**src/rtl/reg_wb_ctrl_pkg.sv**
```systemverilog
// Shared definitions for the write-back controller: default widths and write-back source codes.
// The optional combinational bypass port set is enabled by defining WB_BYPASS_EN.
package reg_wb_ctrl_pkg;

   localparam int WB_NUM_REG        = 32;
   localparam int WB_REG_ADDR_WIDTH = 5;
   localparam int WB_REG_WIDTH      = 32;

   typedef enum logic [1:0] {
      WB_SRC_NONE = 2'd0,
      WB_SRC_ALU  = 2'd1,
      WB_SRC_LSU  = 2'd2
   } wb_src_e;

endpackage

```
**src/rtl/reg_wb_ctrl_wb_fifo.sv**
```systemverilog
// Small synchronous FIFO holding load results {rd, data} until they win the write port.
// A push while full is dropped even if a pop happens in the same cycle.
module wb_fifo #(
   parameter int WIDTH = 37,
   parameter int DEPTH = 2
) (
   input  logic                     clk,
   input  logic                     reset_n,
   input  logic                     push,
   input  logic                     pop,
   input  logic [WIDTH-1:0]         wdata,
   output logic [WIDTH-1:0]         rdata,
   output logic [$clog2(DEPTH):0]   count,
   output logic                     full,
   output logic                     empty
);

   localparam int PTR_W = $clog2(DEPTH);
   localparam int CNT_W = PTR_W + 1;

   logic [WIDTH-1:0] mem [DEPTH];
   logic [PTR_W-1:0] wr_ptr;
   logic [PTR_W-1:0] rd_ptr;
   logic             do_push;
   logic             do_pop;

   assign full    = (count == CNT_W'(DEPTH));
   assign empty   = (count == '0);
   assign do_push = push && !full;
   assign do_pop  = pop && !empty;
   assign rdata   = mem[rd_ptr];

   // Depth is a power of two, so the pointers wrap by plain overflow.
   always_ff @(posedge clk or negedge reset_n) begin
      if (!reset_n) begin
         wr_ptr <= '0;
         rd_ptr <= '0;
         count  <= '0;
      end else begin
         if (do_push) wr_ptr <= wr_ptr + 1'b1;
         if (do_pop)  rd_ptr <= rd_ptr + 1'b1;
         case ({do_push, do_pop})
            2'b10:   count <= count + 1'b1;
            2'b01:   count <= count - 1'b1;
            default: count <= count;
         endcase
      end
   end

   always_ff @(posedge clk) begin
      if (do_push) mem[wr_ptr] <= wdata;
   end

endmodule

```
**src/rtl/reg_wb_ctrl.sv**
```systemverilog
// Write-back controller: arbitrates ALU results and buffered load results onto one registered
// register-file write port, and tracks pending loads per register. Optional: WB_BYPASS_EN.
module reg_wb_ctrl
   import reg_wb_ctrl_pkg::*;
#(
   parameter int NUM_REG        = WB_NUM_REG,
   parameter int REG_ADDR_WIDTH = WB_REG_ADDR_WIDTH,
   parameter int REG_WIDTH      = WB_REG_WIDTH,
   parameter int FIFO_DEPTH     = 2,
   parameter int STARVE_LIMIT   = 4
) (
   input  logic                      clk,
   input  logic                      reset_n,
   input  logic                      alu_valid,
   output logic                      alu_ready,
   input  logic [REG_ADDR_WIDTH-1:0] alu_rd,
   input  logic [REG_WIDTH-1:0]      alu_data,
   input  logic                      lsu_issue,
   input  logic [REG_ADDR_WIDTH-1:0] lsu_issue_rd,
   input  logic                      lsu_valid,
   output logic                      lsu_ready,
   input  logic [REG_ADDR_WIDTH-1:0] lsu_rd,
   input  logic [REG_WIDTH-1:0]      lsu_data,
   output logic                      wr_en,
   output logic [REG_ADDR_WIDTH-1:0] addr_rd,
   output logic [REG_WIDTH-1:0]      data_rd,
   output logic [NUM_REG-1:0]        busy
`ifdef WB_BYPASS_EN
   ,
   output logic                      byp_valid,
   output logic [REG_ADDR_WIDTH-1:0] byp_rd,
   output logic [REG_WIDTH-1:0]      byp_data
`endif
);

   localparam int ENTRY_W = REG_ADDR_WIDTH + REG_WIDTH;
   localparam int CNT_W   = $clog2(FIFO_DEPTH) + 1;
   localparam int STV_W   = $clog2(STARVE_LIMIT + 1);
   localparam logic [STV_W-1:0] STARVE_MAX = STV_W'(STARVE_LIMIT);

   logic                      fifo_push;
   logic                      fifo_pop;
   logic                      fifo_full;
   logic                      fifo_empty;
   logic [CNT_W-1:0]          fifo_count;
   logic [ENTRY_W-1:0]        fifo_rdata;
   logic [REG_ADDR_WIDTH-1:0] head_rd;
   logic [REG_WIDTH-1:0]      head_data;

   logic [STV_W-1:0]          starve_cnt;
   logic                      starve_mode;
   wb_src_e                   sel_src;
   logic                      grant;
   logic [REG_ADDR_WIDTH-1:0] sel_rd;
   logic [REG_WIDTH-1:0]      sel_data;
   logic [NUM_REG-1:0]        busy_next;

   wb_fifo #(
      .WIDTH (ENTRY_W),
      .DEPTH (FIFO_DEPTH)
   ) u_fifo (
      .clk     (clk),
      .reset_n (reset_n),
      .push    (fifo_push),
      .pop     (fifo_pop),
      .wdata   ({lsu_rd, lsu_data}),
      .rdata   (fifo_rdata),
      .count   (fifo_count),
      .full    (fifo_full),
      .empty   (fifo_empty)
   );

   assign {head_rd, head_data} = fifo_rdata;
   assign lsu_ready = (fifo_count < CNT_W'(FIFO_DEPTH));
   assign fifo_push = lsu_valid && !fifo_full;
   assign alu_ready = !starve_mode;

   // ALU wins by default; a load that has lost STARVE_LIMIT times in a row is forced through.
   always_comb begin
      starve_mode = (starve_cnt == STARVE_MAX);
      sel_src     = WB_SRC_NONE;
      if (alu_valid && !starve_mode) sel_src = WB_SRC_ALU;
      else if (!fifo_empty)          sel_src = WB_SRC_LSU;
      grant    = (sel_src != WB_SRC_NONE);
      fifo_pop = (sel_src == WB_SRC_LSU);
      sel_rd   = (sel_src == WB_SRC_LSU) ? head_rd   : alu_rd;
      sel_data = (sel_src == WB_SRC_LSU) ? head_data : alu_data;
   end

   always_ff @(posedge clk or negedge reset_n) begin
      if (!reset_n) begin
         starve_cnt <= '0;
      end else if (fifo_empty || fifo_pop) begin
         starve_cnt <= '0;
      end else if (sel_src == WB_SRC_ALU && starve_cnt != STARVE_MAX) begin
         starve_cnt <= starve_cnt + 1'b1;
      end
   end

   // A new issue to the register being retired keeps it busy: the set is applied last.
   always_comb begin
      busy_next = busy;
      if (fifo_pop)  busy_next[head_rd]      = 1'b0;
      if (lsu_issue) busy_next[lsu_issue_rd] = 1'b1;
      busy_next[0] = 1'b0;
   end

   always_ff @(posedge clk or negedge reset_n) begin
      if (!reset_n) begin
         busy <= '0;
      end else begin
         busy <= busy_next;
      end
   end

   // Write stage: one cycle after the grant; x0 targets complete the handshake silently.
   always_ff @(posedge clk or negedge reset_n) begin
      if (!reset_n) begin
         wr_en   <= 1'b0;
         addr_rd <= '0;
         data_rd <= '0;
      end else if (grant) begin
         wr_en   <= (sel_rd != '0);
         addr_rd <= sel_rd;
         data_rd <= sel_data;
      end else begin
         wr_en   <= 1'b0;
      end
   end

`ifdef WB_BYPASS_EN
   assign byp_valid = grant && (sel_rd != '0);
   assign byp_rd    = sel_rd;
   assign byp_data  = sel_data;
`endif

endmodule

```
**config.mk**
```make
export PLATFORM = sky130hd
export DESIGN_NAME = reg_wb_ctrl
export DESIGN_NICKNAME = d
export VERILOG_FILES = /design/src/rtl/reg_wb_ctrl_pkg.sv /design/src/rtl/reg_wb_ctrl_wb_fifo.sv /design/src/rtl/reg_wb_ctrl.sv
export SDC_FILE = /design/constraint.sdc
export NUM_CORES = 1
export LEC_CHECK = 0
export ABC_AREA = 1
export BUFFER_PORTS_ARGS = -buffer_cell sky130_fd_sc_hd__buf_2
export CORE_UTILIZATION = 55
export CTS_CLUSTER_DIAMETER = 120
export CTS_CLUSTER_SIZE = 28
export DETAILED_ROUTE_END_ITERATION = 8
export PLACE_DENSITY_LB_ADDON = 0.12
export SLEW_MARGIN = 20
export SYNTH_ARGS = -nofsm -noshare
export SYNTH_HDL_FRONTEND = slang
export SYNTH_SLANG_ARGS = --single-unit
export TNS_END_PERCENT = 5
```
**constraint.sdc**
```tcl
create_clock -name clk -period 4 [get_ports clk]
set_input_delay 0.8 -clock clk [delete_from_list [all_inputs] [get_ports clk]]
set_output_delay 0.8 -clock clk [all_outputs]
set_load 0.05 [all_outputs]
```
=== Yosys cells after proc, flatten, opt, wreduce, memory -nomap -nowiden ===
Memory sizes are Yosys's and may differ from the RTL's.
Index checks and enable logic that the tools add are counted.

* Add/subtract/negate cells: 5
* $lt $le $gt $ge: 5
* Equal/unequal tests: 7
* Muxes and demuxes: 16
* Bitwise logic cells: 3
* Reductions and logical operators: 16

{| class="wikitable"
|+ Operator list
! kind !! count
|-
| $mux W32 || 3
|-
| $and A32 B32 Y32 || 1
|-
| $not A32 Y32 || 1
|-
| $or A32 B32 Y32 || 1
|-
| $lt A5 B6 Y1 const B || 2
|-
| $demux W1 S5 || 2
|-
| $ge A5 B1 Y1 const B || 2
|-
| $logic_and A1 B1 Y1 || 7
|-
| $eq A2 B2 Y1 const B || 3
|-
| $mux W3 || 2
|-
| $reduce_bool A2 Y1 || 3
|-
| $mux W1 || 5
|-
| $mux W5 || 1
|-
| $reduce_bool A5 Y1 || 1
|-
| $eq A2 B1 Y1 const B || 2
|-
| $mux W2 || 2
|-
| $pmux W2 S2 || 1
|-
| $add A3 B1 Y3 const B || 1
|-
| $eq A3 B3 Y1 const B || 1
|-
| $logic_not A1 Y1 || 3
|-
| $ne A3 B3 Y1 const B || 1
|-
| $add A1 B1 Y1 const B || 2
|-
| $add A2 B1 Y2 const B || 1
|-
| $logic_not A2 Y1 || 1
|-
| other kinds (3) || 3
|}

* Register bits: 76
* RAM bits: 74
* Output and inout bits: 72
* Word-level logic and storage cells: 61
* Memories: 1

{| class="wikitable"
|+ Memory list
! name !! depth !! width !! read ports !! clocked after Yosys merged registers in !! wr ports !! RTL line !! text
|-
| u_fifo.mem || 2 || 37 || 1 || 0 || 1 || reg_wb_ctrl_wb_fifo.sv:21 || <nowiki>logic [WIDTH-1:0] mem [DEPTH];</nowiki>
|}

=== Longest topological paths before layout ===
Gate-level depths: netlist of run 1.
An unclocked memory read counts as a cell.

* Depth in word-level cells: 10
* Gate-level depth with buffers: 11
* Depth with buffers taken out: 10

=== Hierarchy ===
Synthesis of run 1 repeated with hierarchy kept, for this count alone.

* Cell total of the unflattened synthesis: 603
* Area total of the unflattened synthesis: 6130.9 um^2

{| class="wikitable"
|+ Modules (own cells, without submodules)
! module !! times used !! cells an instance !! area each (um^2)
|-
| reg_wb_ctrl || 1 || 377 || 3191.8
|-
| wb_fifo || 1 || 226 || 2939.1
|}

=== Least setup slack after synthesis of run 1 ===
OpenSTA, ideal clock, no wires.

* Kind: flip-flop to flip-flop
* Start point: register u_fifo.count[1]
* End point: memory u_fifo.mem[0][0] (enable)
* Data arrival time: 2630 ps
* Required time: 3569 ps
* Setup slack: 938 ps
* Cell stages (with the launch flop): 4
* Buffers on the path: 0
* Clock period less this slack: 3062 ps
* Cells stage by stage: dfrtp_1 > inv_1 > o21ai_0 > nor2_1

* Cells in the longest elaborated chain, start to end: 6

{| class="wikitable"
|+ Ends and longest elaborated chain
! item !! RTL line !! text
|-
| start, declared || reg_wb_ctrl_wb_fifo.sv:13 || <nowiki>output logic [$clog2(DEPTH):0] count,</nowiki>
|-
| start signal, assigned || reg_wb_ctrl_wb_fifo.sv:43 || <nowiki>2'b10: count <= count + 1'b1;</nowiki>
|-
| start signal, assigned || reg_wb_ctrl_wb_fifo.sv:44 || <nowiki>2'b01: count <= count - 1'b1;</nowiki>
|-
| start signal, assigned || reg_wb_ctrl_wb_fifo.sv:45 || <nowiki>default: count <= count;</nowiki>
|-
| $eq A2 B2 Y1 (*) || reg_wb_ctrl_wb_fifo.sv:27 || <nowiki>assign full = (count == CNT_W'(DEPTH));</nowiki>
|-
| $logic_not A1 Y1 (*) || reg_wb_ctrl_wb_fifo.sv:29, reg_wb_ctrl.sv:75 ||
|-
| $logic_and A1 B1 Y1 || reg_wb_ctrl.sv:75 || <nowiki>assign fifo_push = lsu_valid && !fifo_full;</nowiki>
|-
| $logic_and A1 B1 Y1 (*) || reg_wb_ctrl_wb_fifo.sv:29 || <nowiki>assign do_push = push && !full;</nowiki>
|-
| $mux W1 (*) || reg_wb_ctrl_wb_fifo.sv:51 || <nowiki>if (do_push) mem[wr_ptr] <= wdata;</nowiki>
|-
| $mux W1 (implied by the code) (*) || reg_wb_ctrl_wb_fifo.sv:51 ||
|-
| end, declared || reg_wb_ctrl_wb_fifo.sv:21 ||
|}

Mark *: on every way between the ends. The rest lies on a longest branch, timed or not.

=== Final worst setup path of run 1 ===
* Start point: register starve_cnt[0]
* End point: register data_rd[30]

* Cells in the longest elaborated chain, start to end: 6
* Elaborated cells between the ends (all ways): 7
* Those cells by class: 2 x eq/ne; 2 x mux; 3 x reduce/logical

{| class="wikitable"
|+ Ends and longest elaborated chain
! item !! RTL line !! text
|-
| start, declared || reg_wb_ctrl.sv:50 || <nowiki>logic [STV_W-1:0] starve_cnt;</nowiki>
|-
| start signal, assigned || reg_wb_ctrl.sv:96 || <nowiki>starve_cnt <= starve_cnt + 1'b1;</nowiki>
|-
| $eq A3 B3 Y1 (*) || reg_wb_ctrl.sv:80 || <nowiki>starve_mode = (starve_cnt == STARVE_MAX);</nowiki>
|-
| $logic_not A1 Y1 (*) || reg_wb_ctrl.sv:82 || <nowiki>if (alu_valid && !starve_mode) sel_src = WB_SRC_ALU;</nowiki>
|-
| $logic_and A1 B1 Y1 (*) || reg_wb_ctrl.sv:82 ||
|-
| $mux W2 (*) || reg_wb_ctrl.sv:82 ||
|-
| $eq A2 B2 Y1 || reg_wb_ctrl.sv:87 || <nowiki>sel_data = (sel_src == WB_SRC_LSU) ? head_data : alu_data;</nowiki>
|-
| $mux W32 || reg_wb_ctrl.sv:87 ||
|-
| end signal, assigned || reg_wb_ctrl.sv:125 || <nowiki>data_rd <= sel_data;</nowiki>
|-
| end, declared || reg_wb_ctrl.sv:26 || <nowiki>output logic [REG_WIDTH-1:0] data_rd,</nowiki>
|}

Marked as above.
A chain may end at the register's enable or synchronous reset.

==> Flow_metrics.wiki, run 1 <==
{| class="wikitable"
! Metric !! Value
|-
| Area fraction in and, or, nand and nor cells after synthesis || 12.9%
|-
| Complex-gate fraction of the synthesized area || 12.4%
|-
| Sequential share of the synthesized area || 69.7%
|-
| Startpoint class of the critical path || register
|-
| CTS tree || yes
|-
| Total power divided by cell area || 908 mW/mm^2
|-
| Synth warnings || 0
|-
| Vias per cell || 5.42
|-
| Number of antenna violations at the first check in global routing || 0
|-
| Clock Tree Buf Depth || 2
|-
| Vertical extent of the die || 106 um
|-
| Number of nets in the layout || 761
|-
| Placed wire-length estimate after detailed placement || 8.88 mm
|-
| Largest family of logic cells by synthesized area || simple AND/OR/NAND/NOR gates
|-
| Area inside the core boundary || 0.0104 sq mm
|-
| Sum of routed wire length over all layers || 13.3 mm
|-
| CP Class || reg -> reg
|-
| Proportion of layout cells with a drive suffix above 1 || 31.0%
|-
| First DRT Iteration DRCs || 235
|-
| Area overhead of the layout relative to synthesis || 25.0%
|-
| Number of fill cells in the layout || 782
|-
| Mapped cell area || 0.00592 sq mm
|-
| Category of the worst setup path capture point || register
|-
| Top Ports || 156
|-
| GRT Resource Usage Total || 25.0%
|-
| Global-route wire length before repair || 21.1 mm
|-
| Adder-cell area share of the yosys netlist || 0.635%
|-
| Unrepaired setup endpoints after global routing || no
|-
| CTS Hold Bufs || 0
|-
| Logic pwr share || 40.2%
|-
| Number of distinct library cells after synthesis || 32
|-
| Util after Layout || 71.3%
|-
| Postcts setup bufs || 0
|-
| Number of routed nets with antenna violations || 0
|-
| Accumulated negative setup slack || 0 ns
|-
| Final weighted congestion of routability-driven global placement || 0.817
|-
| P_sw || 3.06 mW
|-
| Remaining DRCs || 0
|-
| Post-CTS Resized || 0
|-
| TritonCTS buffer count || 17
|-
| Transition time at the pin with the least slew margin || 0.965 ns
|-
| Global route total overflow || 0
|-
| Most frequent standard cell in the layout excluding fill and tap cells || buf_2
|-
| Vias in the first global route || 4338
|-
| Worst-path clk slew || 0.07 ns
|-
| Nets in the synthesized netlist || 605
|-
| Max-cap violation count || 0
|-
| Reported leakage power || 3.23 nW
|-
| Mux share of post-synthesis cell area || 0%
|-
| Arrival time of the worst setup path || 3.14 ns
|-
| CTS Root Cell || clkbuf_8
|-
| Rows || 37
|-
| CP Max Fanout || 35
|-
| Commonest cells after routing, fill and taps aside || buf_2 (153), nand2_1 (115), o21ai_0 (83)
|-
| Pin count of the biggest net entering global routing || 77
|-
| Mean area per synthesized cell || 11.4 sq um
|-
| Total number of vias || 4464
|-
| Part of the power in registers || 36.6%
|-
| Port Buffers || 154
|-
| Maximum resistive drop on vdd || 0.519 mV
|-
| Xor-xnor portion of the synthesized cell area || 0.740%
|-
| Tightest slew margin relative to the limit || 35.7%
|-
| TritonCTS Sinks || 150
|-
| Die width || 106 um
|-
| Endpoints failing hold || 0
|-
| Drt pass-1 iters || 5
|-
| Setup skew after layout || 0.00805 ns
|-
| Clk pwr share || 23.2%
|-
| Hold WC Path Type || in -> async
|-
| Setup violations, final || 0
|-
| Highest Clock Rate || 361 MHz
|-
| Count of antenna diodes in the layout || 0
|-
| Internal power || 3.66 mW
|-
| Count of state elements after synthesis || 150
|-
| Final worst-path cycle share || 69.2%
|-
| Worst-skew pair later-pin latency || 0.52 ns
|-
| Wire length per cell || 16.2 um
|-
| Required time worst endpoint || 4.37 ns
|-
| Total die area || 0.0112 sq mm
|-
| Final critical-path required period || 2.77 ns
|-
| Cells after Synth || 518
|-
| Sw Share || 45.5%
|-
| Final slew viol count || 0
|-
| Number of levels in the clock H-tree || 4
|-
| Initial core utilization || 57.0%
|-
| Outcome || complete, no violations
|}
worst max-delay path, stage by stage, from the launching register on:
cell and delay (ns):
dfrtp_1 0.39, inv_1 0.06, ha_1 0.18, nand2_1 0.09
nand2_2 0.29, nand2_2 0.40, clkinv_1 0.78, nand2_1 0.26
o311ai_0 0.15
power by group through the flow:
stage / combinational [mW] / clock [mW] / sequential, mW
final: 2.70 / 1.56 / 2.46
after detailed placement: 2.68 / 0 / 2.49
after global routing: 2.90 / 1.65 / 2.51
after global placement: 2.64 / 0 / 2.47
after CTS: 2.69 / 1.58 / 2.47
after floorplan: 0.905 / 0 / 3.56
layer usage:
| layer | vias to the layer above | share of wire (%) | global-route usage [%] |
|---|---|---|---|
| met5 | - | 0 | 0 |
| li1 | 2128 | - | - |
| met4 | 0 | 1.5 | 9.52 |
| met3 | 19 | 6.2 | 4.76 |
| met1 | 2139 | 42 | 32.2 |
| met2 | 178 | 51 | 42.2 |
state kept, by name, summed over array words and instances, names as in the netlist:
signal,flops
u_fifo.rd_ptr,1
data_rd,32
busy,31
u_fifo.count,2
addr_rd,5
u_fifo.wr_ptr,1
wr_en,1
u_fifo.mem,74
starve_cnt,3
cells in the mapped netlist:
library cell / instances / area share (%)
nand2_1: 115 / 7.3
o21ai_0: 83 / 7.0
dfrtp_1: 76 / 32
edfxtp_1: 74 / 38
nor2_1: 33 / 2.1
nand3_1: 24 / 2.0
inv_1: 22 / 1.4
a21oi_1: 13 / 1.1
buf_2: 9 / 0.76
o221a_2: 8 / 1.5
a31oi_1: 6 / 0.63
clkbuf_1: 6 / 0.38
o22ai_1: 6 / 0.63
inv_2: 5 / 0.32
o311ai_0: 5 / 0.74
nand2_2: 4 / 0.42
a22oi_1: 3 / 0.38
buf_4: 3 / 0.38
ha_1: 3 / 0.63
o21ai_1: 3 / 0.25
xor2_1: 3 / 0.44
nand3_2: 2 / 0.34
nor3_1: 2 / 0.17
xnor2_1: 2 / 0.30
buf_1: 1 / 0.063
buf_6: 1 / 0.19
clkinv_1: 1 / 0.063
conb_1: 1 / 0.063
nand2_4: 1 / 0.19
nor2_4: 1 / 0.19
nor3b_1: 1 / 0.13
o21ai_2: 1 / 0.15
cell type report:
type                            instances  area, sq um  share of cell area [%]
Multi-Input combinational cell        320         1600                    21.6
Clock buffer                           18          428                    5.78
Tap cell                              136          170                    2.30
Inverter                               28          105                    1.42
Timing Repair Buffer                  157          821                    11.1
Sequential cell                       150         4120                    55.8
Clock inverter                         14          153                    2.06
cell families (layout without fill, tap and decap cells):
logic type / count (synthesis) / count (layout)
XOR/XNOR: 5 / 5
other: 1 / 1
AND/OR/NAND/NOR: 183 / 183
AO/OA/AOI/OAI: 128 / 128
flip-flops: 150 / 150
buffers and inverters: 48 / 217
adder cells (fa/ha/maj): 3 / 3
through the flow:
step           instance area (sq um)  hold WS [ns]  total power, mW  setup WS, ns  instances
3_3_place_gp                    6780         0.465             5.11          1.18        789
5_1_grt                         7400         0.445             7.05         0.957        823
6_report                        7400         0.422             6.72          1.23        823
4_1_cts                         7360         0.443             6.73          1.19        821
3_5_place_dp                    6780         0.472             5.17          1.02        789
2_1_floorplan                   5920         0.443             4.47         0.938        518
worst paths after layout:
check	from	depth (start not counted)	slack, ns	end
min in group clk	lsu_data[29]	1	0.46	u_fifo.mem[1][29]$_DFFE_PP_
max reg2reg	starve_cnt[0]$_DFFE_PN0P_	8	1.23	data_rd[30]$_DFFE_PN0P_
min	reset_n	1	0.42	starve_cnt[0]$_DFFE_PN0P_
min reg2reg	data_rd[24]$_DFFE_PN0P_	2	0.49	data_rd[24]$_DFFE_PN0P_
max	starve_cnt[0]$_DFFE_PN0P_	8	1.23	data_rd[30]$_DFFE_PN0P_
max in group asynchronous	reset_n	1	2.94	busy[23]$_DFF_PN0_
Note: power is estimated with default switching activity, not from simulation.
==> run 2, diff against run 1 <==
--- a/config.mk
+++ b/config.mk
@@ -7,7 +7,7 @@
 export LEC_CHECK = 0
 export ABC_AREA = 1
 export BUFFER_PORTS_ARGS = -buffer_cell sky130_fd_sc_hd__buf_2
-export CORE_UTILIZATION = 55
+export CORE_UTILIZATION = 52
 export CTS_CLUSTER_DIAMETER = 120
 export CTS_CLUSTER_SIZE = 28
 export DETAILED_ROUTE_END_ITERATION = 8
==> constraint.sdc (replaced) <==
create_clock -name clk -period 2.6 [get_ports clk]
set_input_delay 0.52 -clock clk [delete_from_list [all_inputs] [get_ports clk]]
set_output_delay 0.52 -clock clk [all_outputs]
set_load 0.05 [all_outputs]
==> run 2 against run 1 <==
Hold slack lost 0.16 ns. Final cell count grew 1.1%. Largest power group unchanged. Sequential power grew 51%. Via count shrank 1.1%. Routed wire length grew 0.64%. Clock-buffer cell count shrank 1. Flip-flop and latch count is the same. Largest cell class unchanged. Register-to-register slack lost 0.71 ns.
==> Flow_metrics.wiki, run 2 (synthesis gave the netlist of run 1 again) <==
{| class="wikitable"
! Metric !! Value
|-
| Outcome || complete, no violations
|-
| CTS tree || yes
|-
| Die width || 109 um (+2.8%)
|-
| Number of nets in the layout || 766 (+0.66%)
|-
| Top layer in use || met4
|-
| Unrepaired setup endpoints after global routing || no
|-
| Worst reg2reg startpoint || u_fifo.count[0]$_DFFE_PN0P_
|-
| Startpoint class of the critical path || register
|-
| Setup skew after layout || 0.00630 ns (-0.00175 ns)
|-
| Highest Clock Rate || 482 MHz (+33%)
|-
| Final worst-path cycle share || 79.8% (+11 points)
|-
| Number of fill cells in the layout || 836 (+6.9%)
|-
| Vias per cell || 5.31 (-2.1%)
|-
| Post-CTS Resized || 0 (unchanged)
|-
| Flip-flop count of the largest register after layout || 74 (unchanged)
|-
| Capture instance of the worst register-to-register path || u_fifo.count[1]$_DFFE_PN0P_
|-
| Top Ports || 156 (unchanged)
|-
| Final critical-path required period || 2.08 ns (-0.694 ns)
|-
| Final std cells w/o fill || 832 (+1.1%)
|-
| GRT Resource Usage Total || 24.5% (-0.46 points)
|-
| Placed wire-length estimate after detailed placement || 8.89 mm (about the same)
|-
| Total power divided by cell area || 1390 mW/mm^2 (+53%)
|-
| FF/Latch Area || 0.00412 sq mm (unchanged)
|-
| Tightest slew margin relative to the limit || 34.4% (-1.2 points)
|-
| Wire length per cell || 16.1 um (-0.45%)
|-
| Sum of routed wire length over all layers || 13.4 mm (+0.64%)
|-
| Vertical extent of the die || 109 um (+2.8%)
|-
| Area inside the core boundary || 0.0110 sq mm (+5.9%)
|-
| Area overhead of the layout relative to synthesis || 25.8%
|-
| Postcts setup bufs || 0 (unchanged)
|-
| Commonest cells after routing, fill and taps aside || buf_2 (153), nand2_1 (115), o21ai_0 (83)
|-
| Clock Tree Buf Depth || 2 (unchanged)
|-
| Accumulated negative setup slack || 0 ns (unchanged)
|-
| CTS Hold Bufs || 0 (unchanged)
|-
| Total area of multi-input combinational cells || 0.00160 sq mm (unchanged)
|-
| Maximum resistive drop on vdd || 0.999 mV (+93%)
|-
| Detailed-routing wirelength on met1 || 5.75 mm (+3.6%)
|-
| Total number of vias || 4417 (-1.1%)
|-
| Worst-skew pair later-pin latency || 0.41 ns (-0.11 ns)
|-
| Reported leakage power || 3.25 nW (+0.55%)
|-
| Remaining DRCs || 0 (unchanged)
|-
| Met3 routed wirelength || 791 um (-3.9%)
|-
| CTS Root Cell || clkbuf_16
|-
| Port Buffers || 154 (unchanged)
|-
| First DRT Iteration DRCs || 325 (+38%)
|-
| Hold WC Path Type || in -> async
|-
| Most frequent standard cell in the layout excluding fill and tap cells || buf_2
|-
| CP Max Fanout || 5 (-86%)
|-
| Worst-path clk slew || 0.06 ns (about the same)
|-
| Proportion of layout cells with a drive suffix above 1 || 31.5% (+0.50 points)
|-
| Category of the worst setup path capture point || register
|-
| TritonCTS Sinks || 150 (unchanged)
|-
| Arrival time of the worst setup path || 2.36 ns (-0.78 ns)
|-
| Number of levels in the clock H-tree || 4 (unchanged)
|-
| Global-route wire length before repair || 21.4 mm (+1.1%)
|-
| Vias in the first global route || 4360 (+0.51%)
|-
| Max-cap violation count || 0 (unchanged)
|-
| Pin count of the biggest net entering global routing || 77 (unchanged)
|-
| Number of antenna violations at the first check in global routing || 0 (unchanged)
|-
| Endpoints failing hold || 0 (unchanged)
|-
| Cell Count Post-Placement || 800 (+1.4%)
|-
| Final slew viol count || 0 (unchanged)
|-
| Routed met2 length || 6.70 mm (-0.28%)
|-
| Number of routed nets with antenna violations || 0 (unchanged)
|-
| Rows || 38 (+2.7%)
|-
| Depth of the most critical reg-to-reg path || 5 (-3)
|-
| Total die area || 0.0118 sq mm (+5.7%)
|-
| Transition time at the pin with the least slew margin || 0.983 ns (+0.0187 ns)
|-
| Largest registers || u_fifo.mem (74), data_rd (32), busy (31)
|-
| Initial core utilization || 53.9% (-3.2 points)
|-
| Minimum setup slack among reg-to-reg paths || 0.52 ns (-0.71 ns)
|-
| CP Class || reg -> reg
|-
| Util after Layout || 67.7% (-3.6 points)
|-
| Register with the most flip-flops || u_fifo.mem
|-
| Setup violations, final || 0 (unchanged)
|-
| Global route total overflow || 0 (unchanged)
|-
| Drt pass-1 iters || 5 (unchanged)
|-
| TritonCTS buffer count || 17 (unchanged)
|-
| Required time worst endpoint || 2.88 ns (-1.49 ns)
|-
| Final weighted congestion of routability-driven global placement || 0.835 (+2.3%)
|-
| Final Total Pwr || 10.4 mW (+54%)
|-
| Count of antenna diodes in the layout || 0 (unchanged)
|}
## run 2: final cells by class
cell class	instances	share of cell area, %
Clock buffer	17	5.72
Clock inverter	15	2.09
Inverter	28	1.41
Multi-Input combinational cell	320	21.5
Sequential cell	150	55.4
Tap cell	140	2.35
Timing Repair Buffer	162	11.5
## run 2: metrics by stage
step | cell area [sq um] | hold WS [ns] | worst slack (ns)
2_1_floorplan | 5920 | 0.224 | -0.462
3_3_place_gp | 6860 | 0.452 | 0.596
3_5_place_dp | 6860 | 0.466 | 0.560
4_1_cts | 7440 | 0.283 | 0.524
5_1_grt | 7440 | 0.276 | 0.407
6_report | 7440 | 0.264 | 0.524
## run 2: critical path: stages (launching register included)
cell	delay (ns)
dfrtp_1	0.44
o21ai_0	0.74
ha_1	0.40
a21oi_1	0.11
o21ai_0	0.11
xor2_1	0.16
## run 2: worst max path at each step
| stage | from | to | slack (ns) | cells after the start |
|---|---|---|---|---|
| 2_1_floorplan | u_fifo.count[1]$_DFFE_PN0P_ | u_fifo.mem[0][0]$_DFFE_PP_ | -0.46 | 3 |
| 3_3_place_gp | u_fifo.count[0]$_DFFE_PN0P_ | u_fifo.count[1]$_DFFE_PN0P_ | 0.60 | 5 |
| 3_5_place_dp | u_fifo.count[1]$_DFFE_PN0P_ | u_fifo.count[1]$_DFFE_PN0P_ | 0.56 | 6 |
| 4_1_cts | u_fifo.count[1]$_DFFE_PN0P_ | u_fifo.count[1]$_DFFE_PN0P_ | 0.52 | 6 |
| 5_1_grt | u_fifo.rd_ptr$_DFFE_PN0P_ | busy[29]$_DFF_PN0_ | 0.41 | 6 |
| 6_report | u_fifo.count[0]$_DFFE_PN0P_ | u_fifo.count[1]$_DFFE_PN0P_ | 0.52 | 5 |
## run 2: power breakdown
group,leakage (nW),total (mW),internal [mW],switching [mW]
clock,0.280,2.38,1.42,0.964
combinational,1.38,4.25,0.962,3.29
sequential,1.59,3.72,3.35,0.371
total,3.25,10.4,5.73,4.62
## run 2: layer usage
layer | vias up | GRT usage, %
li1 | 2133 | -
met1 | 2117 | 30.5
met2 | 156 | 41.6
met3 | 11 | 6.34
met4 | 0 | 8.69
met5 | - | 0
